[config.mk]
export PLATFORM = sky130hd
export DESIGN_NAME = mpu_dispatcher
export DESIGN_NICKNAME = d
export VERILOG_FILES = /design/src/rtl/global_defs.sv /design/src/rtl/mpu_data_types.sv /design/src/rtl/mpu_dispatcher.sv
export SDC_FILE = /design/constraint.sdc
export NUM_CORES = 1
export LEC_CHECK = 0
export ABC_AREA = 1
export BUFFER_PORTS_ARGS = -buffer_cell sky130_fd_sc_hd__buf_2
export CELL_PAD_IN_SITES_DETAIL_PLACEMENT = 0
export CELL_PAD_IN_SITES_GLOBAL_PLACEMENT = 2
export CORE_ASPECT_RATIO = 0.9
export CORE_UTILIZATION = 31
export CTS_CLUSTER_DIAMETER = 80
export CTS_CLUSTER_SIZE = 24
export DETAILED_ROUTE_END_ITERATION = 6
export PLACE_DENSITY = 0.61
export SLEW_MARGIN = 20
export SYNTH_ARGS = -nofsm -noshare
export SYNTH_HDL_FRONTEND = slang
export SYNTH_SLANG_ARGS = --single-unit
[constraint.sdc]
create_clock -name clk -period 19.7 [get_ports clk]
set_input_delay 1.97 -clock clk [delete_from_list [all_inputs] [get_ports clk]]
set_output_delay 1.97 -clock clk [all_outputs]
set_load 0.05 [all_outputs]
[src/rtl/global_defs.sv]
// Global matrix geometry shared by the MPU blocks.
package global_defs;

    localparam int M     = 3;
    localparam int N     = 3;
    localparam int MBITS = $clog2(M);
    localparam int NBITS = $clog2(N);

endpackage

[src/rtl/mpu_data_types.sv]
// Data types shared by the MPU blocks: the single-precision word and dispatcher states.
package mpu_data_types;

    typedef logic [31:0] float_sp;

    typedef enum logic [1:0] {
        DISPATCH_IDLE,
        DISPATCH_LOAD,
        DISPATCH_FEED,
        DISPATCH_DONE
    } dispatcher_state_e;

endpackage

[src/rtl/mpu_dispatcher.sv]
// Loads A and B from the register file into local buffers, then streams column k of A
// and row k of B to the compute cluster for k = 0..N-1.
module mpu_dispatcher
    import global_defs::*;
    import mpu_data_types::*;
(
    input  logic             clk,
    input  logic             rst,
    input  logic             start_in,
    output logic             dispatcher_busy_out,
    output logic             dispatcher_finished_out,
    output logic [MBITS:0]   reg_dispatch_i_out,
    output logic [NBITS:0]   reg_dispatch_j_out,
    output logic             reg_dispatch_sel_out,
    output logic             reg_dispatch_read_out,
    input  float_sp          reg_dispatch_element_in,
    output float_sp          a_0_out,
    output float_sp          a_1_out,
    output float_sp          a_2_out,
    output float_sp          b_0_out,
    output float_sp          b_1_out,
    output float_sp          b_2_out,
    output logic             feed_valid_out,
    output logic [1:0]       feed_k_out,
    input  logic             cluster_stall_in,
    output logic             error_detected_out
);

    localparam logic [MBITS:0] I_LAST = (MBITS + 1)'(M - 1);
    localparam logic [NBITS:0] J_LAST = (NBITS + 1)'(N - 1);
    localparam logic [1:0]     K_LAST = 2'(N - 1);

    dispatcher_state_e state_q;

    logic             read_q;
    logic             sel_q;
    logic [MBITS:0]   i_q;
    logic [NBITS:0]   j_q;

    logic             cap_valid_q;
    logic             cap_sel_q;
    logic [MBITS-1:0] cap_i_q;
    logic [NBITS-1:0] cap_j_q;

    float_sp          buf_a_q [M][N];
    float_sp          buf_b_q [M][N];
    float_sp          a_q [M];
    float_sp          b_q [N];

    logic             feed_valid_q;
    logic [1:0]       feed_k_q;
    logic             finished_q;
    logic             error_q;

    logic             accept;
    logic [1:0]       k_d;

    always_comb begin
        accept = feed_valid_q && !cluster_stall_in;
        k_d    = feed_k_q + 2'd1;
    end

    // NOTE: all state here uses non-blocking assignments so every register samples
    // pre-edge values regardless of statement order within the block.
    always_ff @(posedge clk) begin
        if (rst) begin
            state_q      <= DISPATCH_IDLE;
            read_q       <= 1'b0;
            sel_q        <= 1'b0;
            i_q          <= '0;
            j_q          <= '0;
            cap_valid_q  <= 1'b0;
            cap_sel_q    <= 1'b0;
            cap_i_q      <= '0;
            cap_j_q      <= '0;
            feed_valid_q <= 1'b0;
            feed_k_q     <= '0;
            finished_q   <= 1'b0;
            error_q      <= 1'b0;
            // NOTE: the operand buffers are small flop arrays, not RAM, so clearing
            // them on reset is cheap and keeps stale matrices from leaking into a new run.
            for (int r = 0; r < M; r++) begin
                a_q[r] <= '0;
                for (int c = 0; c < N; c++) begin
                    buf_a_q[r][c] <= '0;
                    buf_b_q[r][c] <= '0;
                end
            end
            for (int c = 0; c < N; c++) b_q[c] <= '0;
        end else begin
            // Read data returns one cycle after the strobe, so the address is delayed to match.
            cap_valid_q <= read_q;
            cap_sel_q   <= sel_q;
            cap_i_q     <= i_q[MBITS-1:0];
            cap_j_q     <= j_q[NBITS-1:0];
            if (cap_valid_q) begin
                if (cap_sel_q) buf_b_q[cap_i_q][cap_j_q] <= reg_dispatch_element_in;
                else           buf_a_q[cap_i_q][cap_j_q] <= reg_dispatch_element_in;
            end

            if (start_in && state_q != DISPATCH_IDLE) error_q <= 1'b1;
            finished_q <= 1'b0;

            case (state_q)
                DISPATCH_IDLE: begin
                    if (start_in) begin
                        state_q <= DISPATCH_LOAD;
                        read_q  <= 1'b1;
                    end
                end
                DISPATCH_LOAD: begin
                    if (read_q) begin
                        if (j_q == J_LAST) begin
                            j_q <= '0;
                            if (i_q == I_LAST) begin
                                i_q   <= '0;
                                sel_q <= !sel_q;
                                if (sel_q) read_q <= 1'b0;
                            end else begin
                                i_q <= i_q + 1'b1;
                            end
                        end else begin
                            j_q <= j_q + 1'b1;
                        end
                    end else begin
                        // Final element is being captured this cycle; it is first needed at k = N-1.
                        state_q      <= DISPATCH_FEED;
                        feed_valid_q <= 1'b1;
                        feed_k_q     <= '0;
                        for (int r = 0; r < M; r++) a_q[r] <= buf_a_q[r][0];
                        for (int c = 0; c < N; c++) b_q[c] <= buf_b_q[0][c];
                    end
                end
                DISPATCH_FEED: begin
                    if (accept) begin
                        if (feed_k_q == K_LAST) begin
                            state_q      <= DISPATCH_DONE;
                            feed_valid_q <= 1'b0;
                            feed_k_q     <= '0;
                            finished_q   <= 1'b1;
                            for (int r = 0; r < M; r++) a_q[r] <= '0;
                            for (int c = 0; c < N; c++) b_q[c] <= '0;
                        end else begin
                            feed_k_q <= k_d;
                            for (int r = 0; r < M; r++) a_q[r] <= buf_a_q[r][k_d];
                            for (int c = 0; c < N; c++) b_q[c] <= buf_b_q[k_d][c];
                        end
                    end
                end
                DISPATCH_DONE: state_q <= DISPATCH_IDLE;
                default:       state_q <= DISPATCH_IDLE;
            endcase
        end
    end

    // Valid is masked by the same-cycle stall so a refused beat is never shown as valid.
    assign feed_valid_out          = feed_valid_q && !cluster_stall_in;
    assign feed_k_out              = feed_k_q;
    assign dispatcher_busy_out     = (state_q != DISPATCH_IDLE);
    assign dispatcher_finished_out = finished_q;
    assign error_detected_out      = error_q;
    assign reg_dispatch_read_out   = read_q;
    assign reg_dispatch_sel_out    = sel_q;
    assign reg_dispatch_i_out      = i_q;
    assign reg_dispatch_j_out      = j_q;
    assign a_0_out                 = a_q[0];
    assign a_1_out                 = a_q[1];
    assign a_2_out                 = a_q[2];
    assign b_0_out                 = b_q[0];
    assign b_1_out                 = b_q[1];
    assign b_2_out                 = b_q[2];

endmodule

==> PnR_summary.wiki, run 1 <==
{| class="wikitable"
! Metric !! Value
|-
| Outcome || completed
|-
| Worst-Skew Late Latency || 0.70 ns
|-
| H-Tree Depth || 2
|-
| Ordered list of cells on the worst path || buf_2 > inv_2 > nand4_4 > inv_2 > buf_4 > o21ai_0
|-
| Mapped cell area || 38,700 um2
|-
| Slowest Stage Delay on Critical Path || 0.94 ns
|-
| Vias per std cell || 5.22
|-
| Last weighted congestion value of the routability-driven placer || 0.741
|-
| Number of optimization iterations in the first detailed-route pass || 5
|-
| Clock sink total || 885
|-
| Chip Height || 337 um
|-
| Max Used Layer || met4
|-
| Area Overhead vs Synth || 11.7%
|-
| Maximum operating frequency || 177 MHz
|-
| Synthesized Nets || 3,612
|-
| M1 wire length || 65,200 um
|-
| Routed length on met2 || 62,300 um
|-
| Number of placed instances, taps included || 5,179
|-
| Summed negative setup slack over all endpoints || 0 ns
|-
| Die X || 375 um
|-
| Vias in the first global route || 26,300
|-
| Initial antenna violation count || 10
|-
| Cells resized by post-CTS repair || 0
|-
| Remaining antenna violation count || 0
|-
| Worst-path cell with the longest stage delay || sky130_fd_sc_hd__inv_2
|-
| Crit. End Element || register
|-
| Count of hold buffers inserted by post-cts repair || 0
|-
| Min cycle time layout || 5.65 ns
|-
| Static Leakage || 15.6 nW
|-
| Area occupied by multi-input gates || 11,000 um2
|-
| Worst Tran Pin Value || 1.15 ns
|-
| Number of I/O pins || 242
|-
| Share of async-settable or async-resettable flops after synthesis || 0%
|-
| Die footprint || 126,000 um2
|-
| Worst setup path class || in2reg
|-
| Input/output buffers || 241
|-
| Clock root buffer master || sky130_fd_sc_hd__clkbuf_16
|-
| Post-route insts no fill || 5,269
|-
| Mean routed wirelength per cell || 26.2 um
|-
| Ratio of total power to cell area || 120 nW/um2
|-
| Max-Cap Viols || 0
|-
| RSZ-0062 raised after global routing || false
|-
| TritonCTS clock tree || done
|-
| CTS Buf Count || 52
|-
| Net count, final || 3,664
|-
| Buffers & Inverters on Critical Path || 4
|-
| Placement Rows || 122
|-
| Data arrival time of the critical path || 6.05 ns
|-
| Initial cell density of the core || 31.4%
|-
| Post-detailed-placement half-perimeter wirelength || 74,800 um
|-
| Worst relative slew slack || 23.6%
|-
| Remaining DRCs || 0
|-
| Highest net fanout along the worst path || 58
|-
| Filler cells || 12,400
|-
| Drt initial violations || 2,242
|-
| Sequential cell area in the final layout || 26,400 um2
|-
| GRT Overall Usage || 21.5%
|-
| Post-synthesis register bit count || 885
|-
| Core Area || 123,000 um2
|-
| Setup Skew || 0.0377 ns
|-
| Critical Path Source Type || input port
|-
| Cell family with most CP delay || buffers and inverters
|-
| Class of the tightest hold or removal check || reg2reg
|-
| Detailed-routed wire length on met3 || 7750 um
|-
| Clock-pin slew on the worst setup and hold paths || 0.09 ns
|-
| Number of enable-type register cells in the synthesized netlist || 864
|-
| Final setup viols || 0
|-
| Worst EP required || 20.10 ns
|-
| Detailed-route via count || 27,500
|-
| Global route overflow || 0
|-
| Number of distinct library cells after synthesis || 31
|-
| Max Slew Vio Count || 0
|-
| Fraction of the cycle the final worst path needs || 28.7%
|-
| Synthesized area divided by synthesized cell count || 10.8 um2
|-
| Share of final-layout standard cells stronger than drive strength 1 || 12.7%
|-
| Ys Warns || 0
|-
| Critical Path Most Common Cell || sky130_fd_sc_hd__inv_2
|-
| Dominant register cell in the synthesized netlist || sky130_fd_sc_hd__edfxtp_1
|-
| Fin. Hold Viols || 0
|-
| First-pass GRT wire length || 197,000 um
|-
| Maximum count of clock buffers along a single path || 3
|-
| Cells after synthesis || 3,569
|-
| Total wire length || 138,000 um
|-
| Post-CTS setup buffer count || 0
|-
| Sequential share of the synthesized area || 68.1%
|-
| Pin count of the biggest net entering global routing || 201
|-
| VDD IR-drop max || 108 uV
|}
synth_stat cells (all sizes together), types with 8 or more instances:
cell type  instances  area share [%]
inv               97            0.94
dfxtp             21             1.1
buf              118             1.5
nand2            427             4.2
nand3            264             4.2
nor3             324             4.3
a21oi              8            0.10
clkbuf           183             1.8
o21ai            494             6.4
nor2             647             6.3
edfxtp           864              67
nand4            109             1.8
metrics by stage:
| stage | hold WS [ns] | setup WS (ns) | cell area (um2) | total power, W | utilization, % |
|---|---|---|---|---|---|
| 3_3_place_gp | 0.469 | 13.41 | 41400 | 0.00399 | 33.6 |
| 6_report | 0.478 | 14.05 | 43200 | 0.00519 | 35.0 |
| 5_1_grt | 0.501 | 13.82 | 43200 | 0.00543 | 35.0 |
| 2_1_floorplan | 0.456 | 8.78 | 38700 | 0.00347 | - |
| 3_5_place_dp | 0.461 | 13.29 | 41500 | 0.00398 | 33.6 |
| 4_1_cts | 0.485 | 14.05 | 43200 | 0.00526 | 35.0 |
flip-flops by register name, summed over array words and instances, names as in the netlist:
name	flops
buf_b_q	384
reg_dispatch_i_out	3
reg_dispatch_sel_out	1
cap_i_q	2
cap_valid_q	1
feed_valid_q	1
feed_k_out	2
error_detected_out	1
buf_a_q	288
a_q	96
reg_dispatch_j_out	3
cap_sel_q	1
dispatcher_finished_out	1
state_q	2
reg_dispatch_read_out	1
b_q	96
cap_j_q	2
kinds of logic after synthesis:
kind of cell             synth area share [%]
AND/OR/NAND/NOR                          20.8
buffers and inverters                    4.26
flip-flops                               68.1
AO/OA/AOI/OAI                            6.58
adder cells (fa/ha/maj)                 0.226
tightest hold or removal path, delay by kind of cell, from the launching register on:
family	cells	cell delay, ns
AND/OR/NAND/NOR	1	0.07
AO/OA/AOI/OAI	1	0.04
flip-flops	1	0.34
routing by layer:
layer | vias up | global-route usage (%)
met1 | 14000 | 31.2
met3 | 108 | 3.25
met5 | - | 0
li1 | 12700 | -
met2 | 701 | 33.7
met4 | 0 | 4.74
layout by cell type (no fill, tap or decap), types with 2 or more instances in the layout:
| cell type | instances |
|---|---|
| sky130_fd_sc_hd__dfxtp_1 | 20 |
| sky130_fd_sc_hd__buf_4 | 53 |
| sky130_fd_sc_hd__nand3_1 | 229 |
| sky130_fd_sc_hd__diode_2 | 2 |
| sky130_fd_sc_hd__nand4_4 | 3 |
| sky130_fd_sc_hd__o21ai_0 | 460 |
| sky130_fd_sc_hd__inv_2 | 4 |
| sky130_fd_sc_hd__clkbuf_16 | 53 |
| sky130_fd_sc_hd__o21ai_4 | 10 |
| sky130_fd_sc_hd__nor2_2 | 3 |
| sky130_fd_sc_hd__o21bai_1 | 2 |
| sky130_fd_sc_hd__nor3_2 | 8 |
| sky130_fd_sc_hd__nand2_1 | 424 |
| sky130_fd_sc_hd__clkinv_8 | 4 |
| sky130_fd_sc_hd__inv_6 | 6 |
| sky130_fd_sc_hd__buf_12 | 5 |
| sky130_fd_sc_hd__ha_1 | 6 |
| sky130_fd_sc_hd__inv_8 | 6 |
| sky130_fd_sc_hd__edfxtp_1 | 864 |
| sky130_fd_sc_hd__buf_2 | 241 |
| sky130_fd_sc_hd__clkinvlp_4 | 4 |
| sky130_fd_sc_hd__o21ai_1 | 24 |
| sky130_fd_sc_hd__clkinv_4 | 3 |
| sky130_fd_sc_hd__nand3_2 | 14 |
| sky130_fd_sc_hd__nor3_1 | 315 |
| sky130_fd_sc_hd__inv_16 | 2 |
| sky130_fd_sc_hd__nor2_4 | 6 |
| sky130_fd_sc_hd__bufinv_16 | 4 |
| sky130_fd_sc_hd__nand4_1 | 105 |
| sky130_fd_sc_hd__nand3_4 | 21 |
| sky130_fd_sc_hd__clkbuf_1 | 4 |
| sky130_fd_sc_hd__inv_12 | 2 |
| sky130_fd_sc_hd__a31oi_1 | 2 |
| sky130_fd_sc_hd__nor2_1 | 638 |
| sky130_fd_sc_hd__a21oi_4 | 4 |
| sky130_fd_sc_hd__a21oi_1 | 4 |
| sky130_fd_sc_hd__inv_1 | 91 |
| sky130_fd_sc_hd__nand2_2 | 2 |
cell type report:
type | instances | area share [%]
Inverter | 97 | 0.871
Timing Repair Buffer | 299 | 3.94
Sequential cell | 885 | 61.0
Multi-Input combinational cell | 2286 | 25.4
Antenna cell | 2 | 0.0116
Tap cell | 1612 | 4.67
Clock buffer | 58 | 3.13
Clock inverter | 30 | 0.967
power breakdown:
part	switching, W	internal, W
sequential	0.000110	0.00226
clock	0.000708	0.000575
combinational	0.00122	0.000309
final timing paths:
kind / startpoint / end / slack [ns] / cells after the start
setup / recovery: rst / a_q[0][80] / 14.05 / 6
hold / removal: error_detected_out / error_detected_out / 0.48 / 2
setup reg to reg: feed_k_out[0] / a_q[0][80] / 15.47 / 6
hold reg to reg: error_detected_out / error_detected_out / 0.48 / 2
No activity file was read; power rests on OpenSTA's default activity.
==> run 2, diff against run 1 <==
PLACE_DENSITY = 0.64   (was 0.61)
clock period = 4.95 ns   (was 19.7 ns; I/O delays follow)
==> run 2 against run 1 <==
Against the previous run: utilization rose by 0.15 points; worst setup slack got worse by 12 ns; wire length fell by 3.7%; via count decreased by 0.18%; clock skew down 0.0035 ns; critical path depth unchanged; die area did not move; non-clock buffer count up 24; count of clock-buffer cells in the layout is 2 higher; global-route usage down 0.79 points; clock power rose to 3.8 times the previous value; sequential power rose to 3.9 times the previous value; critical path type is now reg2reg; largest cell class unchanged.
==> PnR_summary.wiki, run 2 (same netlist as run 1, synthesis figures left out) <==
{| class="wikitable"
! Metric !! Value
|-
| Setup Skew || 0.0342 ns
|-
| Static Leakage || 15.7 nW
|-
| Post-detailed-placement half-perimeter wirelength || 78,300 um
|-
| Mean routed wirelength per cell || 25.1 um
|-
| Clock root buffer master || sky130_fd_sc_hd__clkbuf_16
|-
| Net count, final || 3,688
|-
| Filler cells || 12,300
|-
| Maximum operating frequency || 310 MHz
|-
| Top flop regs || buf_b_q (384), buf_a_q (288)
|-
| Total wire length || 133,000 um
|-
| Worst setup path class || reg2reg
|-
| TritonCTS clock tree || done
|-
| Startpoint of the worst setup timing path || cap_j_q[1]
|-
| Detailed-route via count || 27,500
|-
| Number of placed instances, taps included || 5,202
|-
| Worst relative slew slack || 33.2%
|-
| Placed Area || 41,700 um2
|-
| Worst Tran Pin Value || 1.00 ns
|-
| Vias in the first global route || 26,300
|-
| Total non-filler cell area in the finished layout || 43,400 um2
|-
| Max-Cap Viols || 0
|-
| Remaining DRCs || 0
|-
| Die footprint || 126,000 um2
|-
| Worst EP required || 5.31 ns
|-
| Global route overflow || 0
|-
| Data arrival time of the critical path || 3.59 ns
|-
| Register-to-register path setup slack || 1.72 ns
|-
| Initial antenna violation count || 10
|-
| Area Overhead vs Synth || 12.1%
|-
| First-pass GRT wire length || 192,000 um
|-
| CTS Buf Count || 52
|-
| Drt initial violations || 2,553
|-
| VDD IR-drop max || 223 uV
|-
| Min cycle time layout || 3.23 ns
|-
| Cells resized by post-CTS repair || 0
|-
| Crit. End Element || register
|-
| H-Tree Depth || 2
|-
| Class of the tightest hold or removal check || in2reg
|-
| Fin. Hold Viols || 0
|-
| Summed negative setup slack over all endpoints || 0 ns
|-
| Critical Path Source Type || register
|-
| Commonest non-fill, non-tap cell in the layout || sky130_fd_sc_hd__edfxtp_1
|-
| Number of I/O pins || 242
|-
| Highest net fanout along the worst path || 48
|-
| Core Area || 123,000 um2
|-
| RSZ-0062 raised after global routing || false
|-
| Initial cell density of the core || 31.4%
|-
| Most flop-heavy register || buf_b_q
|-
| Fraction of the cycle the final worst path needs || 65.2%
|-
| Outcome || completed
|-
| Post-route insts no fill || 5,296
|-
| Leading cell types in the layout, fill and taps excluded || sky130_fd_sc_hd__edfxtp_1 (864), sky130_fd_sc_hd__nor2_1 (638), sky130_fd_sc_hd__o21ai_0 (460), sky130_fd_sc_hd__nand2_1 (424), sky130_fd_sc_hd__nor3_1 (315)
|-
| Number of optimization iterations in the first detailed-route pass || 5
|-
| Die X || 375 um
|-
| Pin count of the biggest net entering global routing || 128
|-
| Startpoint of the worst hold path || start_in
|-
| Share of final-layout standard cells stronger than drive strength 1 || 13.4%
|-
| Final setup viols || 0
|-
| Input/output buffers || 241
|-
| Ratio of total power to cell area || 467 nW/um2
|-
| Worst-Skew Late Latency || 0.69 ns
|-
| Flip-flop count of the largest register, all copies and words added || 384
|-
| Remaining antenna violation count || 0
|-
| Count of hold buffers inserted by post-cts repair || 0
|-
| Clock-pin slew on the worst setup and hold paths || 0.09 ns
|-
| Chip Height || 337 um
|-
| GRT Overall Usage || 20.7%
|-
| Clock sink total || 885
|-
| Last weighted congestion value of the routability-driven placer || 0.803
|-
| Max Slew Vio Count || 0
|-
| Maximum count of clock buffers along a single path || 3
|-
| Post-CTS setup buffer count || 0
|-
| Vias per std cell || 5.19
|-
| Launching point of the worst reg2reg path || cap_j_q[1]
|-
| Placement Rows || 122
|}
## run 2: changes by cell type in the layout (fill, tap and decap cells not counted), moves of 2 or more
cell	delta
sky130_fd_sc_hd__inv_16	-2
sky130_fd_sc_hd__inv_12	+2
sky130_fd_sc_hd__inv_6	+3
sky130_fd_sc_hd__buf_16	+2
sky130_fd_sc_hd__clkinv_2	+7
sky130_fd_sc_hd__o21ai_2	+2
sky130_fd_sc_hd__clkinv_8	-3
sky130_fd_sc_hd__clkbuf_1	+3
sky130_fd_sc_hd__buf_12	+9
sky130_fd_sc_hd__bufinv_16	-4
sky130_fd_sc_hd__buf_4	+13
sky130_fd_sc_hd__o21ai_4	-2
## run 2: per-stage QoR
stage	hold slack [ns]	util (%)	setup slack, ns	total power [W]
2_1_floorplan	0.456	-	0.0154	0.0137
3_5_place_dp	0.459	33.8	1.69	0.0157
6_report	0.136	35.2	1.72	0.0203
3_3_place_gp	0.460	33.8	1.74	0.0157
4_1_cts	0.0924	35.1	1.70	0.0205
5_1_grt	0.150	35.2	1.54	0.0212
## run 2: layer usage
layer / GRT usage, % / vias to the layer above / share of wire (%)
met1: 30.0 / 13800 / 47
met3: 3.97 / 106 / 6.3
li1: - / 12800 / -
met4: 4.60 / 0 / 1.9
met5: 0 / - / 0
met2: 31.8 / 793 / 45
## run 2: critical path, cell delays in order (launching register included)
cell and delay, ns:
sky130_fd_sc_hd__dfxtp_1 0.38, sky130_fd_sc_hd__nand2_4 0.59, sky130_fd_sc_hd__buf_4 0.54, sky130_fd_sc_hd__nand4_1 0.18
sky130_fd_sc_hd__buf_4 0.32, sky130_fd_sc_hd__o21ai_2 0.59, sky130_fd_sc_hd__buf_12 0.27
## run 2: where the power goes
| part | switching [W] | leakage (nW) | internal [W] |
|---|---|---|---|
| registers | 0.000337 | 9.23 | 0.00899 |
| logic | 0.00481 | 5.65 | 0.00128 |
| clock network | 0.00278 | 0.800 | 0.00207 |
## run 2: final cells by class
| cell class | count | area [um2] | share of cell area (%) |
|---|---|---|---|
| antenna | 1 | 2.50 | 0.00576 |
| clock buffer | 60 | 1350 | 3.12 |
| clock inverter | 32 | 298 | 0.686 |
| inverter | 97 | 377 | 0.867 |
| multi-input combinational | 2286 | 11000 | 25.3 |
| sequential | 885 | 26400 | 60.7 |
| tap | 1612 | 2020 | 4.65 |
| timing repair buffer | 323 | 2040 | 4.69 |
## run 2: path summary, 6_finish.rpt
kind                        end  cells past startpoint
max              buf_a_q[0][46]                      6
min          error_detected_out                      3
max reg2reg      buf_a_q[0][46]                      6
min reg2reg  error_detected_out                      2
